### config.mk
export PLATFORM = sky130hd
export DESIGN_NAME = alu_cmd_issuer
export DESIGN_NICKNAME = d
export VERILOG_FILES = /design/src/rtl/alu_cmd_issuer.sv
export SDC_FILE = /design/constraint.sdc
export NUM_CORES = 1
export LEC_CHECK = 0
export ABC_AREA = 1
export CORE_ASPECT_RATIO = 0.6
export CORE_MARGIN = 1.5
export CORE_UTILIZATION = 40
export CTS_BUF_LIST = sky130_fd_sc_hd__clkbuf_8
export CTS_CLUSTER_SIZE = 12
export DETAILED_ROUTE_END_ITERATION = 12
export GPL_TIMING_DRIVEN = 0
export PLACE_DENSITY = 0.69
export REMOVE_ABC_BUFFERS = 1
export SLEW_MARGIN = 0
export SYNTH_ARGS = -nofsm -noshare
export SYNTH_HDL_FRONTEND = slang
export SYNTH_SLANG_ARGS = --single-unit
### constraint.sdc
create_clock -name CLK -period 2.2 [get_ports CLK]
set_input_delay 0.44 -clock CLK [delete_from_list [all_inputs] [get_ports CLK]]
set_output_delay 0.44 -clock CLK [all_outputs]
set_load 0.05 [all_outputs]
### src/rtl/alu_cmd_issuer.sv
// alu_cmd_issuer
//   Command-side initiator for the ALU. Parses UART-RX frames
//   (0xCC,A,B,FUN = load operands and execute; 0xDD,FUN = execute with the
//   stored operands), issues a one-cycle ALU_EN, waits for OUT_VALID, then
//   writes the 16-bit result to the TX FIFO, low byte first. The ALU clock
//   is enabled only while an operation is issued or in flight.
//
//   Optional feature macro: ALU_CMD_TIMEOUT_EN
//     When defined, a watchdog aborts WAIT_RES after TIMEOUT cycles without
//     OUT_VALID and pulses ERR. When undefined, ERR is tied low.
//
// Ports
//   CLK, RST          : clock (rising edge), async active-high reset
//   RX_P_DATA/RX_D_VLD: received byte and its one-cycle strobe
//   ALU_OUT/OUT_VALID : ALU result and its valid strobe
//   FIFO_FULL         : TX FIFO cannot accept a write
//   ALU_A/ALU_B       : operand registers
//   ALU_FUN           : function code ([3:2] = class)
//   ALU_EN            : one-cycle operation request
//   CLK_GATE_EN       : ALU clock enable
//   TX_P_DATA/TX_D_VLD: FIFO write data / write strobe
//   CMD_DROP          : a byte received while busy was discarded
//   ERR               : watchdog abort pulse
module alu_cmd_issuer #(
   parameter int unsigned TIMEOUT = 32
) (
   input  logic        CLK,
   input  logic        RST,
   input  logic [7:0]  RX_P_DATA,
   input  logic        RX_D_VLD,
   input  logic [15:0] ALU_OUT,
   input  logic        OUT_VALID,
   input  logic        FIFO_FULL,
   output logic [7:0]  ALU_A,
   output logic [7:0]  ALU_B,
   output logic [3:0]  ALU_FUN,
   output logic        ALU_EN,
   output logic        CLK_GATE_EN,
   output logic [7:0]  TX_P_DATA,
   output logic        TX_D_VLD,
   output logic        CMD_DROP,
   output logic        ERR
);

   typedef enum logic [2:0] {
      IDLE, GET_A, GET_B, GET_FUN, ISSUE, WAIT_RES, SEND_LO, SEND_HI
   } state_t;

   state_t      state, next_state;
   logic [15:0] result;
   logic        timeout_hit;
   logic        busy;
   logic        alu_en_d, gate_d, tx_vld_d, drop_d;
   logic [7:0]  tx_data_d;

`ifdef ALU_CMD_TIMEOUT_EN
   localparam int unsigned CW_MIN = $clog2(TIMEOUT + 1);
   localparam int unsigned CW     = (CW_MIN > 8) ? CW_MIN : 8;
   localparam logic [CW-1:0] LAST = CW'(TIMEOUT - 1);

   logic [CW-1:0] wd_cnt;

   // Held at zero outside WAIT_RES, so it starts from zero on every entry.
   always_ff @(posedge CLK or posedge RST) begin
      if (RST)
         wd_cnt <= '0;
      else if (state == WAIT_RES)
         wd_cnt <= wd_cnt + 1'b1;
      else
         wd_cnt <= '0;
   end

   // A result arriving in the last cycle still wins over the abort.
   always_comb timeout_hit = (state == WAIT_RES) && !OUT_VALID && (wd_cnt == LAST);

   always_ff @(posedge CLK or posedge RST) begin
      if (RST)
         ERR <= 1'b0;
      else
         ERR <= timeout_hit;
   end
`else
   always_comb timeout_hit = 1'b0;
   assign ERR = 1'b0;

   // TIMEOUT only matters to the watchdog build.
   logic unused_timeout;
   assign unused_timeout = (TIMEOUT != 0);
`endif

   // State register
   always_ff @(posedge CLK or posedge RST) begin
      if (RST)
         state <= IDLE;
      else
         state <= next_state;
   end

   // Next-state logic
   always_comb begin
      next_state = state;
      case (state)
         IDLE: begin
            if (RX_D_VLD && RX_P_DATA == 8'hCC)
               next_state = GET_A;
            else if (RX_D_VLD && RX_P_DATA == 8'hDD)
               next_state = GET_FUN;
         end
         GET_A:    if (RX_D_VLD) next_state = GET_B;
         GET_B:    if (RX_D_VLD) next_state = GET_FUN;
         GET_FUN:  if (RX_D_VLD) next_state = ISSUE;
         ISSUE:    next_state = WAIT_RES;
         WAIT_RES: begin
            if (OUT_VALID)
               next_state = SEND_LO;
            else if (timeout_hit)
               next_state = IDLE;
         end
         SEND_LO:  if (!FIFO_FULL) next_state = SEND_HI;
         SEND_HI:  if (!FIFO_FULL) next_state = IDLE;
         default:  next_state = IDLE;
      endcase
   end

   // Output logic: next values of the registered outputs. ALU_EN and
   // CLK_GATE_EN are derived from next_state so the registered copies line
   // up with the cycles spent in ISSUE / WAIT_RES.
   always_comb begin
      busy      = (state == ISSUE) || (state == WAIT_RES) ||
                  (state == SEND_LO) || (state == SEND_HI);
      alu_en_d  = (next_state == ISSUE);
      gate_d    = (next_state == ISSUE) || (next_state == WAIT_RES);
      tx_vld_d  = ((state == SEND_LO) || (state == SEND_HI)) && !FIFO_FULL;
      tx_data_d = (state == SEND_HI) ? result[15:8] : result[7:0];
      drop_d    = busy && RX_D_VLD;
   end

   // Output and datapath registers
   always_ff @(posedge CLK or posedge RST) begin
      if (RST) begin
         ALU_A       <= '0;
         ALU_B       <= '0;
         ALU_FUN     <= '0;
         ALU_EN      <= 1'b0;
         CLK_GATE_EN <= 1'b0;
         TX_P_DATA   <= '0;
         TX_D_VLD    <= 1'b0;
         CMD_DROP    <= 1'b0;
         result      <= '0;
      end else begin
         ALU_EN      <= alu_en_d;
         CLK_GATE_EN <= gate_d;
         TX_D_VLD    <= tx_vld_d;
         CMD_DROP    <= drop_d;
         if (tx_vld_d)
            TX_P_DATA <= tx_data_d;
         if (RX_D_VLD) begin
            case (state)
               GET_A:   ALU_A   <= RX_P_DATA;
               GET_B:   ALU_B   <= RX_P_DATA;
               GET_FUN: ALU_FUN <= RX_P_DATA[3:0];
               default: ;
            endcase
         end
         if (state == WAIT_RES && OUT_VALID)
            result <= ALU_OUT;
      end
   end

endmodule

# Word level (Yosys, flattened, before mapping)
# Index checks and enable logic that the tools add are counted.
# totals
input_bits	29
n_memories	0
romBits	0
output_inout_bits	33
reg_bits	51
wordCells	46
latchBits	0
ram_bits	0
# op_classes
n_lt_le_gt_ge	0
reduce_logical	15
addsub	0
bitwise_logic	0
multipliers	0
n_shift	0
muxes	10
div_mod_pow	0
n_eq_ne	11
# op_table
operator	n
2-to-1 mux 3 bit	8
one-hot mux 3 bit (8 select lines)	1
equality test 3 bit (second input constant)	6
equality test 8 bit (second input constant)	2
2-to-1 mux 8 bit	1
equality test 3 x 2 -> 1 bit (second input constant)	2
AND reduction 2 bit	3
logical AND 1 bit	5
logical OR 1 bit	5
equality test 3 x 1 -> 1 bit (second input constant)	1
logical NOT 3 bit	1
logical NOT 1 bit	1

# Logic depth before layout (Yosys ltp)
# Gate-level depths: netlist (run 1).
# logic_depth
word_depth	7
ltp_mapped	7
mapped_depth_nobuf	7

# Worst setup path before layout (run 1)
# OpenSTA, ideal clock, no wires.
# synth_path
path_type	register -> register
start	reg state[1]
end	reg ALU_A[0]
period_less_slack_ps	1230
setup_ps	122
setup_slack_ps	970
arrival_ps	1107
required_ps	2078
n_path_buf	2
stages_incl_launch_ff	7
path_cell_list	dfrtp_1 > buf_4 > nor3_2 > nand2_2 > buf_2 > nand2_1 > o21ai_1
# synth_between
elab_chain_cells	2
# synth_rtl
element	line	rtl
start: declaration	49	state_t state, next_state;
start signal: assignment	96	state <= next_state;
equality test 3 x 1 -> 1 bit	158	case (state)
AND reduction 2 bit (no line)	-	
end signal: assignment	141	ALU_A <= '0;
end signal: assignment	159	GET_A: ALU_A <= RX_P_DATA;
end: declaration	34	output logic [7:0] ALU_A,
# Every way passes these cells.
# A chain may end at the register's enable or synchronous reset.

# Worst setup path in the final report (run 1)
# layout_path
start	reg ALU_A[3]
end	out ALU_A[3]
# No word-level cell between the ends.

==> flow_metrics.env, run 1 <==
export IMPL_vias=1714
export IMPL_drc=0
export IMPL_timing_rr_start="state[1]$_DFF_PP0_"
export IMPL_yosys_top_cells_area="dfrtp_1, nand2_1, o21ai_0"
export IMPL_synth_fa_ha_area_frac=0
export IMPL_worst_setup_path_start_kind="register"
export IMPL_power_total_w=0.00437
export IMPL_slew_violations=0
export IMPL_leakage_nw=1.42
export IMPL_crit_cells=1
export IMPL_core_area_um2=5130
export IMPL_post_cts_buffers=0
export IMPL_grtUsageTotal=0.177
export IMPL_crit_end="ALU_A[3]"
export IMPL_hold_viol=0
export IMPL_crit_type="register to output port"
export IMPL_arrival_ps=1500
export IMPL_dieWidth_um=97.9
export IMPL_placed_area_um2=2810
export IMPL_hold_ws_ps=469
export IMPL_relSlewSlack=0.508
export IMPL_wl_per_cell_um=12.5
export IMPL_placedCellCount=361
export IMPL_rsz0062_at_grt="false"
export IMPL_final_cell_mix="nand2_1, clkdlybuf4s50_1, dfrtp_1"
export IMPL_powerDensity_nw_per_um2=1510
export IMPL_clock_sink_count=51
export IMPL_htreeDepth=2
export IMPL_die_height_um=59.9
export IMPL_syn_area_per_cell_um2=8.81
export IMPL_fin_util=0.564
export IMPL_grt_pass1_wl_um=7940
export IMPL_finalCriticalPeriod_ps=1940
export IMPL_io_buffers=60
export IMPL_tritoncts="yes"
export IMPL_synth_mux_area_frac=0
export IMPL_die_area_um2=5860
export IMPL_crit_start="ALU_A[3]$_DFFE_PP0P_"
export IMPL_fmax_mhz=515
export IMPL_viasPerCell=4.64
export IMPL_drtPass1Iterations=5
export IMPL_dp_hpwl_um=3320
export IMPL_max_stage_delay_ps=810
export IMPL_setup_viol=0
export IMPL_seq_area_frac_synth=0.591
export IMPL_layout_drive_gt1_share=0.0528
export IMPL_cts_root_buffer="clkbuf_8"
export IMPL_cts_resized=0
export IMPL_cts_made_buffers=5
export IMPL_synthSimpleGateAreaFrac=0.184
export IMPL_grt_max_degree=34
export IMPL_drtIter0Drc=62
export IMPL_routabilityCongestion=0.797
export IMPL_skew_ps=8.53
export IMPL_crit_path_cell_trace="clkdlybuf4s50_1"
export IMPL_synth_cells=245
export IMPL_worstRegToRegCells=4
export IMPL_status="finished clean"
export IMPL_finalNonFillerCells=369
export IMPL_ctsLongestPathBuffers=2
export IMPL_first_global_vias=1682
export IMPL_antenna_found_initial=0
export IMPL_n_antenna_cell=0
export IMPL_mappedNetlistArea_um2=2160
export IMPL_mostFrequentLayoutCell="nand2_1"
export IMPL_yosys_area_top_type_share=0.591
export IMPL_ys_warnings_count=0
export IMPL_r2r_end="result[5]$_DFFE_PP0P_"
export IMPL_rows=20
export IMPL_required_ps=1760
export IMPL_antenna_left=0
export IMPL_pin_count=62
export IMPL_area_growth_pct=34.0
export IMPL_synth_cell_types=21
export IMPL_maxCapViolCount=0
export IMPL_crit_family="buffers and inverters"
export IMPL_wirelength_um=4610
export IMPL_period_share=0.883
export IMPL_crit_fanout=2
export IMPL_ys_ff_latch=51
export IMPL_synth_top_family_by_area="simple AND/OR/NAND/NOR gates"
export IMPL_nets=331
export IMPL_hold_class="primary input to asynchronous set/reset pin"
export IMPL_cts_hold_fix_buffers=0
export IMPL_synth_top_cell_by_area="dfrtp_1"
export IMPL_design_area_um2=2890
export IMPL_clk_latency_ps=310
export IMPL_cts_clk_slew_worst_paths_ps=100
export IMPL_ff2ff_setup_slack_ps=420
export IMPL_synth_compound_area_frac=0.139
export IMPL_worst_slew_pin_slew_ps=737
export IMPL_cp_end_kind="output port"
export IMPL_cp_buffers_inverters=1
export IMPL_grt_overflow=0
export IMPL_peakVddDrop_v=0.000937
export IMPL_synth_xor_area_frac=0
export IMPL_cp_slowest_cell="clkdlybuf4s50_1"
export IMPL_start_util=0.421
## cell type report
type	instances	area, um2
clock inverter	3	20.0
clock buffer	5	68.8
inverter	33	124
sequential	51	1280
multi-input combinational	150	702
fill	485	2240
timing repair buffer	61	621
tap	66	82.6
## synth_stat cells, drive strengths merged
cell / instances
a21oi: 8
dfrtp: 51
nor2: 17
inv: 33
buf: 7
o21ai: 37
nand3: 7
clkbuf: 4
o31ai: 1
nand2: 62
nor3: 5
nand4: 3
o211ai: 9
conb: 1
## metrics by stage
step / setup TNS, ps / setup WS, ps
CTS: 0 / 254
global route: 0 / 155
detailed placement: 0 / 96.1
finish: 0 / 258
global placement: -23100 / -456
floorplan: 0 / 530
## power breakdown
group | switching (W) | internal (W) | leakage (nW)
clock network | 0.000322 | 0.000222 | 0.0402
registers | 0.000244 | 0.00135 | 0.628
logic | 0.00150 | 0.000727 | 0.750
total | 0.00207 | 0.00230 | 1.42
## registers in the layout, summed over array words and instances, names as in the netlist
signal,flops
TX_P_DATA,8
ALU_A,8
ALU_EN,1
ALU_B,8
CMD_DROP,1
state,3
result,16
TX_D_VLD,1
CLK_GATE_EN,1
ALU_FUN,4
## layer usage
metal	up-vias	GRT usage	share of wire
met5	-	0	0
met4	0	0.0735	0.018
met3	8	0.0491	0.045
met2	41	0.257	0.40
met1	770	0.251	0.54
li1	895	-	-
## worst min-delay path by stage
stage / slack [ps] / cells past startpoint / endpoint
after CTS: 500 / 2 / result[0]$_DFFE_PP0P_
after floorplan: 450 / 2 / result[10]$_DFFE_PP0P_
final: 470 / 2 / TX_D_VLD$_DFF_PP0_
after global routing: 510 / 2 / TX_D_VLD$_DFF_PP0_
after global placement: 470 / 2 / result[15]$_DFFE_PP0P_
after detailed placement: 470 / 2 / result[15]$_DFFE_PP0P_
## cells by family (layout without fill, tap and decap cells)
family | Yosys count | count (layout)
flip-flops | 51 | 51
buffers and inverters | 44 | 102
other | 1 | 1
AND/OR/NAND/NOR | 94 | 94
AO/OA/AOI/OAI | 55 | 55
(Power assumes the default switching activity.)
==> inputs of run 2 (changes only) <==
--- a/config.mk
+++ b/config.mk
@@ -5,7 +5,7 @@
 export SDC_FILE = /design/constraint.sdc
 export NUM_CORES = 1
 export LEC_CHECK = 0
-export ABC_AREA = 1
+export CAP_MARGIN = 20
 export CORE_ASPECT_RATIO = 0.6
 export CORE_MARGIN = 1.5
 export CORE_UTILIZATION = 40
==> flow_metrics.env, run 2 <==
export IMPL_status="finished clean"
export IMPL_cts_hold_fix_buffers=0
export IMPL_synth_edf_count=0
export IMPL_hold_ws_ps=483
export IMPL_largest_register="result"
export IMPL_first_global_vias=1413
export IMPL_crit_start="RX_D_VLD"
export IMPL_mostFrequentLayoutCell="clkdlybuf4s50_1"
export IMPL_skew_ps=5.57
export IMPL_period_share=0.891
export IMPL_pin_count=62
export IMPL_crit_type="primary input to register"
export IMPL_worstRegToRegCells=3
export IMPL_post_cts_buffers=0
export IMPL_grtUsageTotal=0.160
export IMPL_synthMostInstantiatedCell="dfrtp_1"
export IMPL_synth_cells=154
export IMPL_layout_setup_ws_ps=240
export IMPL_wirelength_um=4320
export IMPL_ctsLongestPathBuffers=2
export IMPL_setup_viol=0
export IMPL_cp_end_kind="register"
export IMPL_relSlewSlack=0.613
export IMPL_area_growth_pct=33.8
export IMPL_worst_slew_pin_slew_ps=579
export IMPL_synth_cell_types=34
export IMPL_min_to="TX_P_DATA[2]$_DFFE_PP0P_"
export IMPL_dieWidth_um=97.1
export IMPL_grt_overflow=0
export IMPL_clk_latency_ps=290
export IMPL_die_height_um=59.5
export IMPL_fmax_mhz=510
export IMPL_arrival_ps=2140
export IMPL_synth_top_cell_by_area="dfrtp_1"
export IMPL_tns_ps=0
export IMPL_rows=20
export IMPL_synth_async_reset_ratio=1.00
export IMPL_use_met3=0.0354
export IMPL_start_util=0.418
export IMPL_routabilityCongestion=0.724
export IMPL_seq_area_frac_synth=0.600
export IMPL_drtPass1Iterations=4
export IMPL_powerDensity_nw_per_um2=1640
export IMPL_tritoncts="yes"
export IMPL_required_ps=2380
export IMPL_ys_warnings_count=0
export IMPL_grt_max_degree=28
export IMPL_synthTopCellsByCount="dfrtp_1, mux2_2, nand2_1"
export IMPL_cts_made_buffers=5
export IMPL_core_area_um2=5080
export IMPL_final_cell_mix="clkdlybuf4s50_1, dfrtp_1, mux2_2"
export IMPL_worst_setup_path_start_kind="primary input"
export IMPL_slew_violations=0
export IMPL_rsz0062_at_grt="false"
export IMPL_hold_viol=0
export IMPL_r2r_end="ALU_B[0]$_DFFE_PP0P_"
export IMPL_timing_rr_start="state[0]$_DFF_PP0_"
export IMPL_min_from="TX_P_DATA[2]$_DFFE_PP0P_"
export IMPL_synth_ff_type="dfrtp_1"
export IMPL_layout_drive_gt1_share=0.242
export IMPL_cts_resized=0
export IMPL_largest_reg_flops=16
export IMPL_maxCapViolCount=0
export IMPL_ff2ff_setup_slack_ps=420
export IMPL_hold_class="register to register"
export IMPL_drtIter0Drc=27
export IMPL_dp_hpwl_um=3230
export IMPL_yosys_area_top_type_share=0.600
export IMPL_cts_clk_slew_worst_paths_ps=90
export IMPL_io_buffers=60
export IMPL_wl_per_cell_um=15.4
export IMPL_htreeDepth=2
export IMPL_peakVddDrop_v=0.000887
export IMPL_grt_use_met2=0.232
export IMPL_dpl_worst_slack_ps=-38.4
export IMPL_leakage_nw=1.24
export IMPL_placed_area_um2=2760
export IMPL_crit_fanout=8
export IMPL_yosys_top_cells_area="dfrtp_1, mux2_2, o22ai_1"
export IMPL_antenna_left=0
export IMPL_grt_use_met1=0.241
export IMPL_design_area_um2=2850
export IMPL_nets=243
export IMPL_drc=0
export IMPL_n_antenna_cell=0
export IMPL_worstHoldPathCells=2
export IMPL_finalCriticalPeriod_ps=1960
export IMPL_busiest_layer="met1"
export IMPL_vias=1382
export IMPL_syn_area_per_cell_um2=13.8
export IMPL_antenna_found_initial=0
export IMPL_mappedNetlistArea_um2=2130
export IMPL_die_area_um2=5780
export IMPL_clock_sink_count=51
export IMPL_viasPerCell=4.92
export IMPL_cts_root_buffer="clkbuf_8"
export IMPL_grt_pass1_wl_um=7180
export IMPL_ys_ff_latch=51
run 2: cell count changes in the layout (fill, tap and decap cells not counted), moves of 3 or more:
cell,delta
nor2_1,-16
o21ai_1,-13
nand2_1,-50
o211ai_1,-9
o21ai_0,-14
nand3_1,-6
nor3_1,-3
a21oi_1,-5
o22ai_1,+9
mux2_2,+37
inv_1,-27
run 2: through the flow:
step,util,power (W),std cells
6_report,0.560,0.00466,281
3_5_place_dp,0.544,0.00420,273
4_1_cts,0.560,0.00470,281
3_3_place_gp,0.540,0.00416,272
2_1_floorplan,-,0.00336,146
5_1_grt,0.560,0.00491,281
run 2: power breakdown:
part,internal (W),switching (W)
sequential,0.00139,0.000294
clock,0.000215,0.000287
combinational,0.000987,0.00149
run 2: worst max path at each step:
stage | cells past startpoint | slack (ps) | endpoint
floorplan | 1 | 530 | ALU_A[0]$_DFFE_PP0P_
global placement | 2 | -500 | state[2]$_DFF_PP0_
detailed placement | 4 | -40 | ALU_B[0]$_DFFE_PP0P_
CTS | 4 | 260 | ALU_B[0]$_DFFE_PP0P_
global route | 4 | 220 | ALU_B[0]$_DFFE_PP0P_
finish | 4 | 240 | ALU_B[0]$_DFFE_PP0P_
run 2: logic make-up after synthesis:
logic type | after synthesis | synth area share
buf+inv | 12 | 0.0377
flops | 51 | 0.600
simple gates | 26 | 0.0854
xor+xnor | 1 | 0.00412
mux | 37 | 0.196
other cells | 1 | 0.00176
compound gates | 26 | 0.0747
run 2: area by class of cell:
| class | count | area, um2 |
|---|---|---|
| Clock inverter | 3 | 12.5 |
| Clock buffer | 5 | 68.8 |
| Fill cell | 438 | 2230 |
| Multi-Input combinational cell | 91 | 769 |
| Timing Repair Buffer | 61 | 621 |
| Sequential cell | 51 | 1280 |
| Tap cell | 66 | 82.6 |
| Inverter | 4 | 15.0 |
run 2: metal layers:
metal | share of wire | wire, um
met1 | 0.53 | 2300
met2 | 0.44 | 1920
met3 | 0.025 | 108
met4 | 0 | 0
met5 | 0 | 0
run 2: worst max-delay path: stages:
cell,delay [ps]
clkdlybuf4s50_1,630
and2b_1,210
and3_1,460
mux2_2,400
==> inputs of run 3 (changes only) <==
--- a/config.mk
+++ b/config.mk
@@ -7,7 +7,6 @@
 export LEC_CHECK = 0
 export CAP_MARGIN = 20
 export CORE_ASPECT_RATIO = 0.6
-export CORE_MARGIN = 1.5
 export CORE_UTILIZATION = 40
 export CTS_BUF_LIST = sky130_fd_sc_hd__clkbuf_8
 export CTS_CLUSTER_SIZE = 12
==> flow_metrics.env, run 3 (synthesis results as in run 2) <==
export IMPL_wirelength_um=4220
export IMPL_final_cell_mix="clkdlybuf4s50_1, dfrtp_1, mux2_2"
export IMPL_cts_resized=0
export IMPL_power_frac_clock=0.114
export IMPL_power_internal_w=0.00260
export IMPL_die_area_um2=5620
export IMPL_cp_slowest_cell="clkdlybuf4s50_1"
export IMPL_nets=243
export IMPL_period_share=0.870
export IMPL_cp_buffers_inverters=1
export IMPL_area_growth_pct=34.2
export IMPL_drtPass1Iterations=7
export IMPL_largest_reg_flops=16
export IMPL_layout_drive_gt1_share=0.251
export IMPL_rsz0062_at_grt="false"
export IMPL_pwr_share_comb=0.526
export IMPL_crit_type="register to output port"
export IMPL_antenna_left=0
export IMPL_rows=20
export IMPL_slew_violations=0
export IMPL_dieWidth_um=96.1
export IMPL_required_ps=1760
export IMPL_wl_per_cell_um=15.0
export IMPL_dpl_worst_slack_ps=5.36
export IMPL_relSlewSlack=0.596
export IMPL_grtUsageTotal=0.163
export IMPL_first_global_vias=1327
export IMPL_io_buffers=60
export IMPL_post_cts_buffers=0
export IMPL_switchingPower_w=0.00208
export IMPL_clock_sink_count=51
export IMPL_cts_root_buffer="clkbuf_8"
export IMPL_cts_made_buffers=5
export IMPL_core_area_um2=5080
export IMPL_drtIter0Drc=20
export IMPL_tns_ps=0
export IMPL_crit_fanout=2
export IMPL_status="finished clean"
export IMPL_finalCriticalPeriod_ps=1910
export IMPL_drc=0
export IMPL_max_stage_delay_ps=810
export IMPL_pin_count=62
export IMPL_crit_family="buffers and inverters"
export IMPL_fmax_mhz=522
export IMPL_antenna_found_initial=0
export IMPL_tritoncts="yes"
export IMPL_n_antenna_cell=0
export IMPL_start_util=0.418
export IMPL_p_sw_frac=0.445
export IMPL_ctsLongestPathBuffers=2
export IMPL_grt_overflow=0
export IMPL_hold_viol=0
export IMPL_hold_ws_ps=437
export IMPL_routabilityCongestion=0.692
export IMPL_grt_max_degree=35
export IMPL_clk_latency_ps=300
export IMPL_grt_pass1_wl_um=6760
export IMPL_peakVddDrop_v=0.000912
export IMPL_hold_class="primary input to asynchronous set/reset pin"
export IMPL_die_height_um=58.5
export IMPL_worst_setup_path_start_kind="register"
export IMPL_arrival_ps=1470
export IMPL_layout_setup_ws_ps=286
export IMPL_worst_slew_pin_slew_ps=604
export IMPL_setup_viol=0
export IMPL_vias=1374
export IMPL_dp_hpwl_um=3080
export IMPL_cp_end_kind="output port"
export IMPL_mostFrequentLayoutCell="clkdlybuf4s50_1"
export IMPL_largest_register="result"
export IMPL_seqPwrFrac=0.361
export IMPL_viasPerCell=4.89
export IMPL_htreeDepth=2
export IMPL_powerDensity_nw_per_um2=1640
export IMPL_leakage_nw=1.23
export IMPL_cts_hold_fix_buffers=0
export IMPL_crit_path_cell_trace="clkdlybuf4s50_1"
export IMPL_cts_clk_slew_worst_paths_ps=90
export IMPL_nFillCells=436
export IMPL_maxCapViolCount=0
export IMPL_skew_ps=5.34
## run 3: cell types whose count changed in the layout (fill, tap and decap cells not counted), sizes merged
cell / before / now
clkinvlp: 0 / 2
inv: 6 / 4
## run 3: final cells by class
class / count / area (um2) / share of cell area
clock buffer: 5 / 68.8 / 0.0241
tap: 66 / 82.6 / 0.0289
inverter: 4 / 15.0 / 0.00526
multi-input combinational: 91 / 769 / 0.270
timing repair buffer: 61 / 621 / 0.218
clock inverter: 3 / 20.0 / 0.00702
sequential: 51 / 1280 / 0.447
## run 3: worst paths after layout
| path | start | endpoint | slack, ps | cells after the start |
|---|---|---|---|---|
| worst max-delay path | TX_P_DATA[5]$_DFFE_PP0P_ | TX_P_DATA[5] | 290 | 1 |
| worst min-delay path | RST | ALU_B[2]$_DFFE_PP0P_ | 440 | 2 |
| worst max register to register | state[0]$_DFF_PP0_ | ALU_A[6]$_DFFE_PP0P_ | 480 | 3 |
| worst min register to register | TX_P_DATA[6]$_DFFE_PP0P_ | TX_P_DATA[6]$_DFFE_PP0P_ | 490 | 2 |
| max in group asynchronous | RST | ALU_B[4]$_DFFE_PP0P_ | 1260 | 3 |
| min in group CLK | TX_P_DATA[6]$_DFFE_PP0P_ | TX_P_DATA[6]$_DFFE_PP0P_ | 490 | 2 |
## run 3: power groups by stage
stage / sequential [W] / clock [W] / combinational [W]
floorplan: 0.00263 / 0 / 0.000730
global placement: 0.00170 / 0 / 0.00245
detailed placement: 0.00171 / 0 / 0.00248
CTS: 0.00170 / 0.000551 / 0.00248
global route: 0.00175 / 0.000593 / 0.00258
finish: 0.00169 / 0.000532 / 0.00246
## run 3: stage by stage
| stage | cells | total power, W | cell area (um2) | util |
|---|---|---|---|---|
| final | 281 | 0.00468 | 2850 | 0.562 |
| after global placement | 272 | 0.00415 | 2740 | 0.540 |
| after detailed placement | 273 | 0.00419 | 2760 | 0.544 |
| after CTS | 281 | 0.00473 | 2850 | 0.562 |
| after global routing | 281 | 0.00493 | 2850 | 0.562 |
| after floorplan | 146 | 0.00336 | 2060 | - |
## run 3: layer usage
layer	wire [um]	vias up	global-route usage
li1	-	662	-
met4	0	0	0.0384
met1	2220	684	0.252
met2	1850	28	0.225
met3	149	0	0.0439
met5	0	-	0
==> edit: new RTL, config.mk and constraints of run 2 <==
The option `ALU_CMD_TIMEOUT_EN` is turned on by a define.
--- a/src/rtl/alu_cmd_issuer.sv
+++ b/src/rtl/alu_cmd_issuer.sv
@@ -23,2 +23,4 @@
 //   ERR               : watchdog abort pulse
+`define ALU_CMD_TIMEOUT_EN
+
 module alu_cmd_issuer #(
Formal check against the unedited RTL: same outputs for any inputs over 10 cycles, from zero or initial values and one cycle with RST high; that may be too few to reach the edited logic, so the function may still have changed.
==> edit against run 2 <==
Power up 17%; count of clock-buffer cells in the layout up 5; core utilization up 0.85 points; clock skew down 1.3 ps; wire length up 18%; design area up 22%; area after synthesis up 19%; via count up 27%; sequential cell count up 9; non-clock buffer count up 2; global-route usage up 0.78 points; worst setup slack worse by 9.7 ps; largest cell class unchanged; largest power group unchanged.
==> edit: results (changes against run 2) <==
status completed; maximum vdd ir drop 1020 µV (+15%); clk_skew 4.27 ps (-1.30 ps); first-pass GRT wire length 8.56 mm (+19%); Post-synth top cells dfrtp_1 (60), mux2_2 (32), nand2_1 (24); DR iter-0 viols 84 (+210%); ratio of cells with drive above 1 in the final layout 21.5% (-2.7 points); Placed Cells 343 (+26%); Lkg Pwr 1.53 nW (+24%); global-route total usage across every layer 16.8% (+0.78 points); crit-path leading delay family buffers and inverters; busiest grt layer met1; Yosys cell types 39 (+15%); NumNets Final 300 (+23%); min-delay worst type in -> async; clock buffer count from CTS 9 (+4); worst skew pair latency 330 ps (+40 ps); worst setup path start TX_P_DATA[4]; initial antenna violation count 0 (unchanged); met2 usage 22.6% (-0.53 points); # port buffers 61 (+1.7%); async set-reset flop share out of synthesis 100% (unchanged); dpl hpwl 3.64 mm (+13%); largest cells by area after synthesis dfrtp_1 (59%), mux2_2 (14%), nand2_1 (3.5%); Placer Congestion 0.806 (+11%); wirelength, routed 5.11 mm (+18%); GR Util met1 24.1% (-0.052 points); CP max FO 2 (-6); Largest Register result; H-tree depth 3 (+1); Avg Cell Area, Syn 12.6 µm² (-8.9%); worst-margin pin slew 637 ps (+58.8 ps); delay of the slowest critical-path stage 820 ps (+190 ps); largest net degree at the start of global routing 37 (+32%); FILL cells 501 (+14%); dpl ws 28.8 ps (+67.2 ps); post-synthesis sequential area ratio 59.1% (-0.92 points); Vias 1749 (+27%); Placed Area 3250 µm² (+18%); Worst EP arrival 1530 ps (-610 ps); Layout Cells excl Fill 359 (+28%); CTS clk-pin slew, worst paths 70 ps (-20 ps); routing usage on met3 7.44% (+3.9 points)
-- edit: kinds of logic (layout without fill, tap and decap cells) --
logic type                 Yosys count  count (layout)  share of synthesized area (%)
buffers and inverters               13              86                           2.61
AOI/OAI and AO/OA                   24              24                           5.47
adders and majority gates            1               1                          0.493
xor gates and xnor gates             4               4                           1.38
DFF                                 60              60                           59.1
and+or+nand+nor                     60              60                           13.6
muxes                               40              40                           17.3
-- edit: final cells by class --
| cell class | instances | area, µm² | area share, % |
|---|---|---|---|
| clock buffer | 10 | 138 | 3.96 |
| clock inverter | 6 | 87.6 | 2.52 |
| inverter | 7 | 26.3 | 0.756 |
| multi-input combinational | 129 | 978 | 28.2 |
| sequential | 60 | 1500 | 43.2 |
| tap | 84 | 105 | 3.02 |
| timing repair buffer | 63 | 638 | 18.4 |
-- edit: layer usage --
layer	vias to the layer above	part of all wire, %
li1	852	-
met1	853	52
met5	-	0
met4	0	0.82
met2	39	41
met3	5	6.2
-- edit: worst paths after layout --
| kind | end | slack (ps) |
|---|---|---|
| setup / recovery | TX_P_DATA[4] | 230 |
| hold / removal | ALU_B[4] | 450 |
| setup reg to reg | ALU_A[0] | 410 |
| hold reg to reg | ALU_FUN[0] | 480 |
| max in group asynchronous | TX_P_DATA[2] | 1180 |
| min in group CLK | ALU_FUN[0] | 480 |
-- edit: report_power, final --
| group | switching (mW) | internal, mW | total (mW) |
|---|---|---|---|
| registers | 0.324 | 1.56 | 1.89 |
| logic | 1.48 | 0.972 | 2.46 |
| clock network | 0.434 | 0.666 | 1.10 |
| total | 2.24 | 3.20 | 5.44 |
